==> src/rtl/hart_sched_pkg.sv <==
// Shared types and helpers for the barrel-thread hart scheduler.
// hart_tag_t is sized from the NUM_THREADS macro (default 16); instances must not exceed it.
`ifndef NUM_THREADS
`define NUM_THREADS 16
`endif
`ifndef NUM_PIPE_STAGES
`define NUM_PIPE_STAGES 16
`endif

package hart_sched_pkg;

    localparam int PKG_NUM_THREADS = `NUM_THREADS;
    localparam int PKG_TID_W       = (PKG_NUM_THREADS > 1) ? $clog2(PKG_NUM_THREADS) : 1;
    localparam int MAX_THREADS     = 32;
    localparam int PICK_W          = 5;

    typedef struct packed {
        logic                 valid;
        logic [PKG_TID_W-1:0] tid;
    } hart_tag_t;

    // Cyclic first-set search starting at ptr (inclusive) over the low n bits; returns {found, tid}.
    function automatic logic [PICK_W:0] rr_pick(input logic [MAX_THREADS-1:0] mask,
                                                input logic [PICK_W-1:0]      ptr,
                                                input int                     n);
        logic              found;
        logic [PICK_W-1:0] tid;
        int                idx;
        found = 1'b0;
        tid   = '0;
        for (int k = 0; k < MAX_THREADS; k++) begin
            idx = int'(ptr) + k;
            if (idx >= n) idx = idx - n;
            if (!found && k < n && mask[idx[PICK_W-1:0]]) begin
                found = 1'b1;
                tid   = idx[PICK_W-1:0];
            end
        end
        return {found, tid};
    endfunction

    function automatic logic [PICK_W:0] popcount(input logic [MAX_THREADS-1:0] v);
        logic [PICK_W:0] c;
        c = '0;
        for (int k = 0; k < MAX_THREADS; k++) c = c + (PICK_W+1)'(v[k]);
        return c;
    endfunction

endpackage

==> src/rtl/hart_tag_pipe.sv <==
// Free-running valid/tid shift chain from issue (stage 0) to writeback (last stage),
// with a tid-matched kill that clears every matching entry as it shifts.
module hart_tag_pipe
    import hart_sched_pkg::*;
#(
    parameter int NUM_PIPE_STAGES = 16,
    parameter int TID_W           = 4
) (
    input  logic             clk,
    input  logic             resetn,
    input  logic             in_valid,
    input  logic [TID_W-1:0] in_tid,
    input  logic             kill,
    input  logic [TID_W-1:0] kill_tid,
    output logic             head_valid,
    output logic [TID_W-1:0] head_tid,
    output logic             tail_valid,
    output logic [TID_W-1:0] tail_tid,
    output logic             any_valid
);

    hart_tag_t              tag_p [NUM_PIPE_STAGES];
    logic [PKG_TID_W-1:0]   in_key;
    logic [PKG_TID_W-1:0]   kill_key;

    assign in_key   = PKG_TID_W'(in_tid);
    assign kill_key = PKG_TID_W'(kill_tid);

    always_ff @(posedge clk) begin
        if (!resetn) begin
            for (int k = 0; k < NUM_PIPE_STAGES; k++) tag_p[k] <= '0;
        end else begin
            tag_p[0] <= '{valid: in_valid & ~(kill & (in_key == kill_key)), tid: in_key};
            for (int k = 1; k < NUM_PIPE_STAGES; k++) begin
                tag_p[k] <= '{valid: tag_p[k-1].valid & ~(kill & (tag_p[k-1].tid == kill_key)),
                              tid:   tag_p[k-1].tid};
            end
        end
    end

    assign head_valid = tag_p[0].valid;
    assign head_tid   = TID_W'(tag_p[0].tid);
    assign tail_valid = tag_p[NUM_PIPE_STAGES-1].valid;
    assign tail_tid   = TID_W'(tag_p[NUM_PIPE_STAGES-1].tid);

    always_comb begin
        any_valid = 1'b0;
        for (int k = 0; k < NUM_PIPE_STAGES; k++) any_valid = any_valid | tag_p[k].valid;
    end

endmodule

==> src/rtl/hart_sched.sv <==
// Round-robin barrel-thread scheduler: issues one ready hart per cycle into a tag chain.
// Optional perf counters are built when HART_SCHED_PERF_CNT_EN is defined.
`ifndef NUM_THREADS
`define NUM_THREADS 16
`endif
`ifndef NUM_PIPE_STAGES
`define NUM_PIPE_STAGES 16
`endif

module hart_sched
    import hart_sched_pkg::*;
#(
    parameter  int NUM_THREADS     = `NUM_THREADS,
    parameter  int NUM_PIPE_STAGES = `NUM_PIPE_STAGES,
    localparam int TID_W           = $clog2(NUM_THREADS),
    localparam int CNT_W           = $clog2(NUM_THREADS + 1)
) (
    input  logic                   clk,
    input  logic                   resetn,
    input  logic [NUM_THREADS-1:0] thread_en_i,
    input  logic                   flush_i,
    input  logic [TID_W-1:0]       flush_tid_i,
    output logic                   fetch_valid_o,
    output logic [TID_W-1:0]       fetch_tid_o,
    output logic                   wb_valid_o,
    output logic [TID_W-1:0]       wb_tid_o,
    output logic [NUM_THREADS-1:0] busy_o,
    output logic [CNT_W-1:0]       inflight_o,
    output logic                   idle_o
`ifdef HART_SCHED_PERF_CNT_EN
    ,
    input  logic                   perf_clr_i,
    output logic [31:0]            issue_cnt_o,
    output logic [31:0]            bubble_cnt_o
`endif
);

    logic [NUM_THREADS-1:0] busy_q;
    logic [NUM_THREADS-1:0] busy_nxt;
    logic [NUM_THREADS-1:0] retiring;
    logic [NUM_THREADS-1:0] flush_mask;
    logic [NUM_THREADS-1:0] ready;
    logic [TID_W-1:0]       rr_ptr;
    logic [TID_W-1:0]       ptr_nxt;
    logic [PICK_W:0]        pick;
    logic                   pick_found;
    logic [TID_W-1:0]       pick_tid;
    logic                   fetch_valid;
    logic [TID_W-1:0]       fetch_tid;
    logic                   wb_valid;
    logic [TID_W-1:0]       wb_tid;
    logic                   any_valid;

    // A retiring hart counts as free so it can reissue on its writeback cycle;
    // a hart being flushed sits out this cycle.
    always_comb begin
        retiring   = '0;
        flush_mask = '0;
        if (wb_valid) retiring[wb_tid] = 1'b1;
        if (flush_i)  flush_mask[flush_tid_i] = 1'b1;
        ready = thread_en_i & (~busy_q | retiring) & ~flush_mask;
    end

    assign pick       = rr_pick(MAX_THREADS'(ready), PICK_W'(rr_ptr), NUM_THREADS);
    assign pick_found = pick[PICK_W];
    assign pick_tid   = TID_W'(pick[PICK_W-1:0]);

    always_comb begin
        busy_nxt = busy_q & ~retiring & ~flush_mask;
        ptr_nxt  = rr_ptr;
        if (pick_found) begin
            busy_nxt[pick_tid] = 1'b1;
            ptr_nxt = (pick_tid == TID_W'(NUM_THREADS - 1)) ? '0 : pick_tid + 1'b1;
        end
    end

    always_ff @(posedge clk) begin
        if (!resetn) begin
            busy_q <= '0;
            rr_ptr <= '0;
        end else begin
            busy_q <= busy_nxt;
            rr_ptr <= ptr_nxt;
        end
    end

    hart_tag_pipe #(
        .NUM_PIPE_STAGES (NUM_PIPE_STAGES),
        .TID_W           (TID_W)
    ) u_tag_pipe (
        .clk        (clk),
        .resetn     (resetn),
        .in_valid   (pick_found),
        .in_tid     (pick_tid),
        .kill       (flush_i),
        .kill_tid   (flush_tid_i),
        .head_valid (fetch_valid),
        .head_tid   (fetch_tid),
        .tail_valid (wb_valid),
        .tail_tid   (wb_tid),
        .any_valid  (any_valid)
    );

    assign fetch_valid_o = fetch_valid;
    assign fetch_tid_o   = fetch_tid;
    assign wb_valid_o    = wb_valid;
    assign wb_tid_o      = wb_tid;
    assign busy_o        = busy_q;
    assign inflight_o    = CNT_W'(popcount(MAX_THREADS'(busy_q)));
    assign idle_o        = ~any_valid;

`ifdef HART_SCHED_PERF_CNT_EN
    always_ff @(posedge clk) begin
        if (!resetn || perf_clr_i) begin
            issue_cnt_o  <= '0;
            bubble_cnt_o <= '0;
        end else if (fetch_valid) begin
            issue_cnt_o  <= issue_cnt_o + 32'd1;
        end else if (|thread_en_i) begin
            bubble_cnt_o <= bubble_cnt_o + 32'd1;
        end
    end
`endif

endmodule
==> config.mk <==
export PLATFORM = sky130hd
export DESIGN_NAME = hart_sched
export DESIGN_NICKNAME = d
export VERILOG_FILES = /design/src/rtl/hart_sched_pkg.sv /design/src/rtl/hart_tag_pipe.sv /design/src/rtl/hart_sched.sv
export SDC_FILE = /design/constraint.sdc
export NUM_CORES = 1
export LEC_CHECK = 0
export CORE_MARGIN = 3
export CORE_UTILIZATION = 30
export DETAILED_ROUTE_END_ITERATION = 7
export HOLD_SLACK_MARGIN = 0.05
export PLACE_DENSITY = 0.58
export SLEW_MARGIN = 25
export SYNTH_ARGS = -nofsm -noshare
export SYNTH_HDL_FRONTEND = slang
export SYNTH_SLANG_ARGS = --single-unit
export TNS_END_PERCENT = 1
==> constraint.sdc <==
create_clock -name clk -period 7.2 [get_ports clk]
set_input_delay 1.08 -clock clk [delete_from_list [all_inputs] [get_ports clk]]
set_output_delay 1.08 -clock clk [all_outputs]
set_load 0.03 [all_outputs]
After elaboration in Yosys (flattened, before gate mapping)
Memory sizes are Yosys's and may differ from the RTL's.
Index checks and enable logic that the tools add are counted.
{"block": "totals", "ff_bits": 20, "ram_bits": 80, "word_cells": 335, "mem_count": 1}
{"block": "classes", "n_addsub": 47, "n_lt_le_gt_ge": 38, "n_eq_ne": 17, "muxes": 108, "bitwise_logic": 89, "n_reduce_logical": 33}
{"name": "u_tag_pipe.tag_p", "words": 16, "word_bits": 5, "rd": 16, "rd_clocked_by_memory_dff": 0, "write_ports": 16, "line_no": "hart_tag_pipe.sv:22", "source": "hart_tag_t tag_p [NUM_PIPE_STAGES];"}
{"operator": "5-bit two-way mux", "n": 32}
{"operator": "5-bit by 6-bit less-than comparator with 1-bit output, second input constant", "n": 16}
{"operator": "1-bit binary-select mux with 5-bit select", "n": 16}
{"operator": "5-bit >= comparator, second input constant", "n": 15}
{"operator": "5-bit subtractor, second input constant", "n": 15}
{"operator": "4-bit two-way mux", "n": 17}
{"operator": "16-bit bitwise AND", "n": 4}
{"operator": "4-bit equality test", "n": 16}
{"operator": "5-bit by 1-bit adder with 5-bit output", "n": 11}
{"operator": "16-bit two-way mux", "n": 3}
{"operator": "16-bit inverter", "n": 3}
{"operator": "4-bit by 4-bit adder with 5-bit output, second input constant", "n": 8}
{"operator": "1-bit two-way mux", "n": 37}
{"operator": "1-bit bitwise AND", "n": 32}
{"operator": "16-bit bitwise OR", "n": 2}
{"operator": "1-bit bitwise OR", "n": 31}
{"operator": "4-bit by 3-bit adder with 5-bit output, second input constant", "n": 4}
{"operator": "1-bit logical AND", "n": 18}
{"operator": "1-bit inverter", "n": 17}
{"operator": "1-bit logical NOT", "n": 15}
{"operator": "4-bit by 5-bit less-than comparator with 1-bit output, second input constant", "n": 3}
{"operator": "1-bit demux with 4-bit select", "n": 3}
{"operator": "4-bit by 1-bit >= comparator with 1-bit output, second input constant", "n": 3}
{"operator": "4-bit by 2-bit adder with 5-bit output, second input constant", "n": 2}
{"operator": "other kinds (9)", "n": 9}

Logic depth before layout (Yosys ltp)
An unclocked memory read counts as a cell.
{"block": "depth", "depth_word": 63, "ltp_mapped": 24, "mapped_depth_nobuf": 18}

By module
Synthesis repeated with hierarchy kept, for this count alone.
{"block": "unflattened", "cells_unflattened": 805, "area_unflattened_um2": 7252.0}
{"module": "hart_sched", "n_inst": 1, "cells_each": 515, "area_per_inst_um2": 4210.3, "seq_area_each_um2": 400.4}
{"module": "hart_tag_pipe", "n_inst": 1, "cells_each": 290, "area_per_inst_um2": 3041.7, "seq_area_each_um2": 1601.5}

Least setup slack after synthesis
Ideal clock, no wire load.
{"block": "synth_timing", "kind": "in2reg", "start": "input flush_tid_i[0]", "end": "register rr_ptr[0]", "arrival_ns": 5.131, "t_required_ns": 7.084, "setup_slack_ns": 1.953, "path_stages": 17, "path_cell_list": "buf_4 > and2b_2 > nand2_1 > and3_1 > a221o_1 > nand4_2 > mux2i_2 > or4b_1 > buf_2 > or3b_1 > buf_6 > or4_4 > a32oi_2 > ha_1 > inv_1 > or3_1 > a31o_2"}
{"block": "synth_via", "elab_chain_cells": 57, "word_cells_on_any_way": 105}
{"element": "start: declaration", "line_no": "hart_sched.sv:22", "source": "input logic [TID_W-1:0] flush_tid_i,"}
{"element": "4-bit by 5-bit less-than comparator with 1-bit output (not written as such) / 4-bit by 1-bit >= comparator with 1-bit output (equally long branches)", "line_no": "hart_sched.sv:60", "source": "if (flush_i) flush_mask[flush_tid_i] = 1'b1;"}
{"element": "1-bit logical AND (not written as such)", "line_no": "hart_sched.sv:60"}
{"element": "1-bit two-way mux (not written as such)", "line_no": "hart_sched.sv:60"}
{"element": "1-bit demux with 4-bit select (*)", "line_no": "hart_sched.sv:60"}
{"element": "16-bit two-way mux (*)", "line_no": "hart_sched.sv:60"}
{"element": "16-bit inverter (*)", "line_no": "hart_sched.sv:61", "source": "ready = thread_en_i & (~busy_q | retiring) & ~flush_mask;"}
{"element": "16-bit bitwise AND (*)", "line_no": "hart_sched.sv:61"}
{"element": "1-bit binary-select mux with 5-bit select", "line_no": "hart_sched_pkg.sv:34", "source": "if (!found && k < n && mask[idx[PICK_W-1:0]]) begin"}
{"element": "[... 42 more ...]"}
{"element": "1-bit logical AND", "line_no": "hart_sched_pkg.sv:34"}
{"element": "1-bit two-way mux", "line_no": "hart_sched_pkg.sv:34"}
{"element": "1-bit logical NOT", "line_no": "hart_sched_pkg.sv:34"}
{"element": "1-bit logical AND", "line_no": "hart_sched_pkg.sv:34"}
{"element": "4-bit two-way mux (*)", "line_no": "hart_sched_pkg.sv:34"}
{"element": "net pick[0]", "line_no": "hart_sched.sv:45", "source": "logic [PICK_W:0] pick;"}
{"element": "4-bit by 1-bit adder with 4-bit output / 4-bit equality test (equally long branches)", "line_no": "hart_sched.sv:73", "source": "ptr_nxt = (pick_tid == TID_W'(NUM_THREADS - 1)) ? '0 : pick_tid + 1'b1;"}
{"element": "4-bit two-way mux (*)", "line_no": "hart_sched.sv:73"}
{"element": "end signal: assignment", "line_no": "hart_sched.sv:83", "source": "rr_ptr <= ptr_nxt;"}
{"element": "end: declaration", "line_no": "hart_sched.sv:43", "source": "logic [TID_W-1:0] rr_ptr;"}
Mark *: on every way through the listed nets, which the timed path passes. The rest lies on a longest branch. The select of a mux whose other input is x is not followed.
A chain may end at the register's enable or synchronous reset.

Worst setup path in the final report
{"block": "layout_timing", "start": "input flush_tid_i[2]", "end": "register rr_ptr[0]"}
The elaborated chain is that of the path after synthesis.

==> run summary <==
syn nets -> 850
first-pass GRT wire length -> 32.6 mm
hold-critical path depth -> 2
WP data required -> 7430 ps
most frequent cell after synthesis -> dfxtp_1
IO buf count -> 54
row cnt -> 54
WL/cell -> 18.5 µm
setup bufs post-CTS -> 0
largest area contributor in the netlist -> dfxtp_1
Die Footprint -> 24700 µm²
P_leak -> 3.09 nW
r2r setup slk -> 1600 ps
largest net degree at the start of global routing -> 85
Post-synth top flop -> dfxtp_1
Final Cycle Share -> 86.0%
# hold bufs at CTS -> 0
Clock Tree Buf Depth -> 2
top cells by count, synth -> dfxtp_1, and2_1, nand2_1
Crit path top cell by count -> or4b_1
setup TNS -> 0 ps
TritonCTS clock tree -> yes
Yosys warning count -> 0
DR vias -> 5974
Starting Density -> 31.0%
Critical R2R Launch -> rr_ptr[1]
Clk pin slew, worst setup/hold paths -> 70 ps
mapped cell area -> 6860 µm²
min-delay src -> u_tag_pipe.tag_p[1][9]
synthesized area per cell -> 8.60 µm²
clk_skew -> 9.10 ps
Rel. slew slack -> 42.8%
Post-DRT Antenna Nets -> 0
I/O pin total -> 55
DP HPWL -> 15.2 mm
CP peak stage delay -> 640 ps
Fillers -> 2308
power per cell area -> 484 nW/µm²
synthesis-stage register bit count -> 100
Final #Nets -> 873
vias in the first global route -> 5750
Synth Instances -> 798
gr usage total -> 16.6%
R2R depth -> 16
drt first pass iters -> 5
Worst Path Max Fanout -> 11
Peak VDD IR -> 0.000221 V
worst skew pair latency -> 340 ps
CP Cell Sequence -> clkdlybuf4s50_1 -> and3_1 -> nand2_1 -> and4_1 -> nor3_1 -> or4_1 -> mux2_4 -> or4b_1 -> or3b_1 -> or4b_1 -> a32oi_2 -> ha_1 -> inv_1 -> or3_1 -> a31o_2
type of the tightest min-delay check -> register to register
htree depth -> 3
number of flops mapped to enable cells by yosys -> 0
Synth top area share -> 29.2%
top post-synthesis cells by area -> dfxtp_1, and2_1, xor2_1
initial antenna violation count -> 1
Slew @ Worst Pin -> 834 ps
post-synthesis sequential area ratio -> 29.2%
fmax -> 162 MHz
final number of setup-violating endpoints -> 0
WL final -> 20.5 mm
post-CTS resize count -> 0
reg-to-reg endpoint -> rr_ptr[0]
DIE HEIGHT -> 157 µm
Synth cell types -> 84
final hold violation count -> 0
cell family with most CP delay -> simple AND/OR/NAND/NOR gates
Sink Count -> 100
RSZ-0062 raised after global routing -> no
Tmin final -> 6190 ps
worst path arrival time -> 6420 ps
1st-iter DRT viols -> 562
status -> finished, final reports clean
crit path capture type -> register
Slew Limit Fails -> 0
die width -> 157 µm
Layout Utilization -> 35.3%
via/cell ratio -> 5.41
# diodes -> 0
RePlAce Congestion -> 0.912
residual DRC count -> 0
Area Growth Syn to Fin -> 14.1%
share of layout cells above drive strength 1 -> 8.61%
Num CTS Buffers -> 9
hold endpoint -> u_tag_pipe.tag_p[1][14]
total design power -> 3.79 mW
Worst Path Buf+Inv -> 2
Async S/R FF share, synth -> 0%
CP Class -> input port to register
Critical Path Start Type -> input port
maxcap violations -> 0
Clk Tree Root Cell -> clkbuf_16
gr ovfl total -> 0
Core Area -> 22200 µm²
crit path max-delay cell type -> or4b_1
per-stage QoR:
step | setup slack (ps) | instance area (µm²) | std cells | hold WS [ps]
3_3_place_gp | 894 | 7540 | 1090 | 422
5_1_grt | 798 | 7830 | 1105 | 451
6_report | 1010 | 7830 | 1105 | 433
4_1_cts | 1150 | 7830 | 1105 | 438
2_1_floorplan | 1950 | 6860 | 798 | 412
3_5_place_dp | 801 | 7540 | 1090 | 427
worst min-delay path: stages (launching register included):
cell and delay [ps]:
dfxtp_1 310, nand2_1 50, a31oi_1 30
state kept, by name (all words and copies together) (netlist names):
name / cells
busy_o: 16
rr_ptr: 4
u_tag_pipe.tag_p: 80
layer usage:
layer  wire [µm]  vias to the layer above  GRT usage [%]
met5          20                        -              0
met2        9140                      202           26.1
met3        1190                       26           2.50
met4         312                        2           3.72
li1            -                     2900              -
met1        9820                     2844           24.1
cell type report:
cell class | instances | area [µm²] | area share, %
clock inverter | 5 | 61.3 | 0.783
multi-input combinational | 605 | 4400 | 56.2
timing repair buffer | 69 | 648 | 8.28
sequential | 100 | 2000 | 25.6
inverter | 36 | 135 | 1.73
clock buffer | 10 | 229 | 2.93
tap | 280 | 350 | 4.48
cells in the final DEF, fill, tap and decap left out, types with 6 or more instances in the layout:
master,Yosys,layout
nor2_1,38,38
and4_1,15,15
clkbuf_16,0,9
a31oi_1,21,21
xor2_1,49,49
nor4_1,14,14
fa_1,10,10
nand2b_1,7,7
dfxtp_1,100,100
and3_1,11,11
inv_1,31,31
a221o_1,8,8
nor3_1,37,37
or4_1,8,8
nand4_1,7,7
a22o_1,6,6
o21ai_0,14,14
nand3_1,16,16
a21oi_1,29,29
buf_4,17,15
nand2_1,68,68
ha_1,19,19
clkdlybuf4s50_1,0,53
mux2_2,8,8
o22ai_1,6,6
mux2i_1,15,15
mux4_2,8,8
o21ai_1,8,8
xnor2_1,25,25
and2_1,70,70
worst max path at each step:
stage | startpoint | cells after the start | endpoint | slack (ps)
final | flush_tid_i[2] | 15 | rr_ptr[0] | 1010
after global routing | flush_tid_i[2] | 15 | rr_ptr[0] | 800
after CTS | flush_tid_i[2] | 15 | rr_ptr[0] | 1150
after detailed placement | flush_tid_i[2] | 15 | rr_ptr[0] | 800
after global placement | flush_tid_i[3] | 15 | rr_ptr[0] | 890
after floorplan | flush_tid_i[0] | 17 | rr_ptr[0] | 1950
cells by family (layout without fill, tap and decap cells):
group                    after synthesis  count (layout)  share of synthesized area (%)
AO/OA/AOI/OAI                        150             150                           15.6
XOR/XNOR                              74              74                           9.45
adder cells (fa/ha/maj)               29              29                           6.38
buffers and inverters                 93             120                           6.64
flip-flops                           100             100                           29.2
multiplexers                          33              33                           6.55
AND/OR/NAND/NOR                      319             319                           26.2
power by group:
| part | internal, mW | leakage [nW] | switching, mW |
|---|---|---|---|
| clock network | 0.269 | 0.143 | 0.204 |
| registers | 0.605 | 0.810 | 0.0425 |
| logic | 1.00 | 2.14 | 1.67 |
| total | 1.87 | 3.09 | 1.92 |
Power figures use the tool's default switching activity.
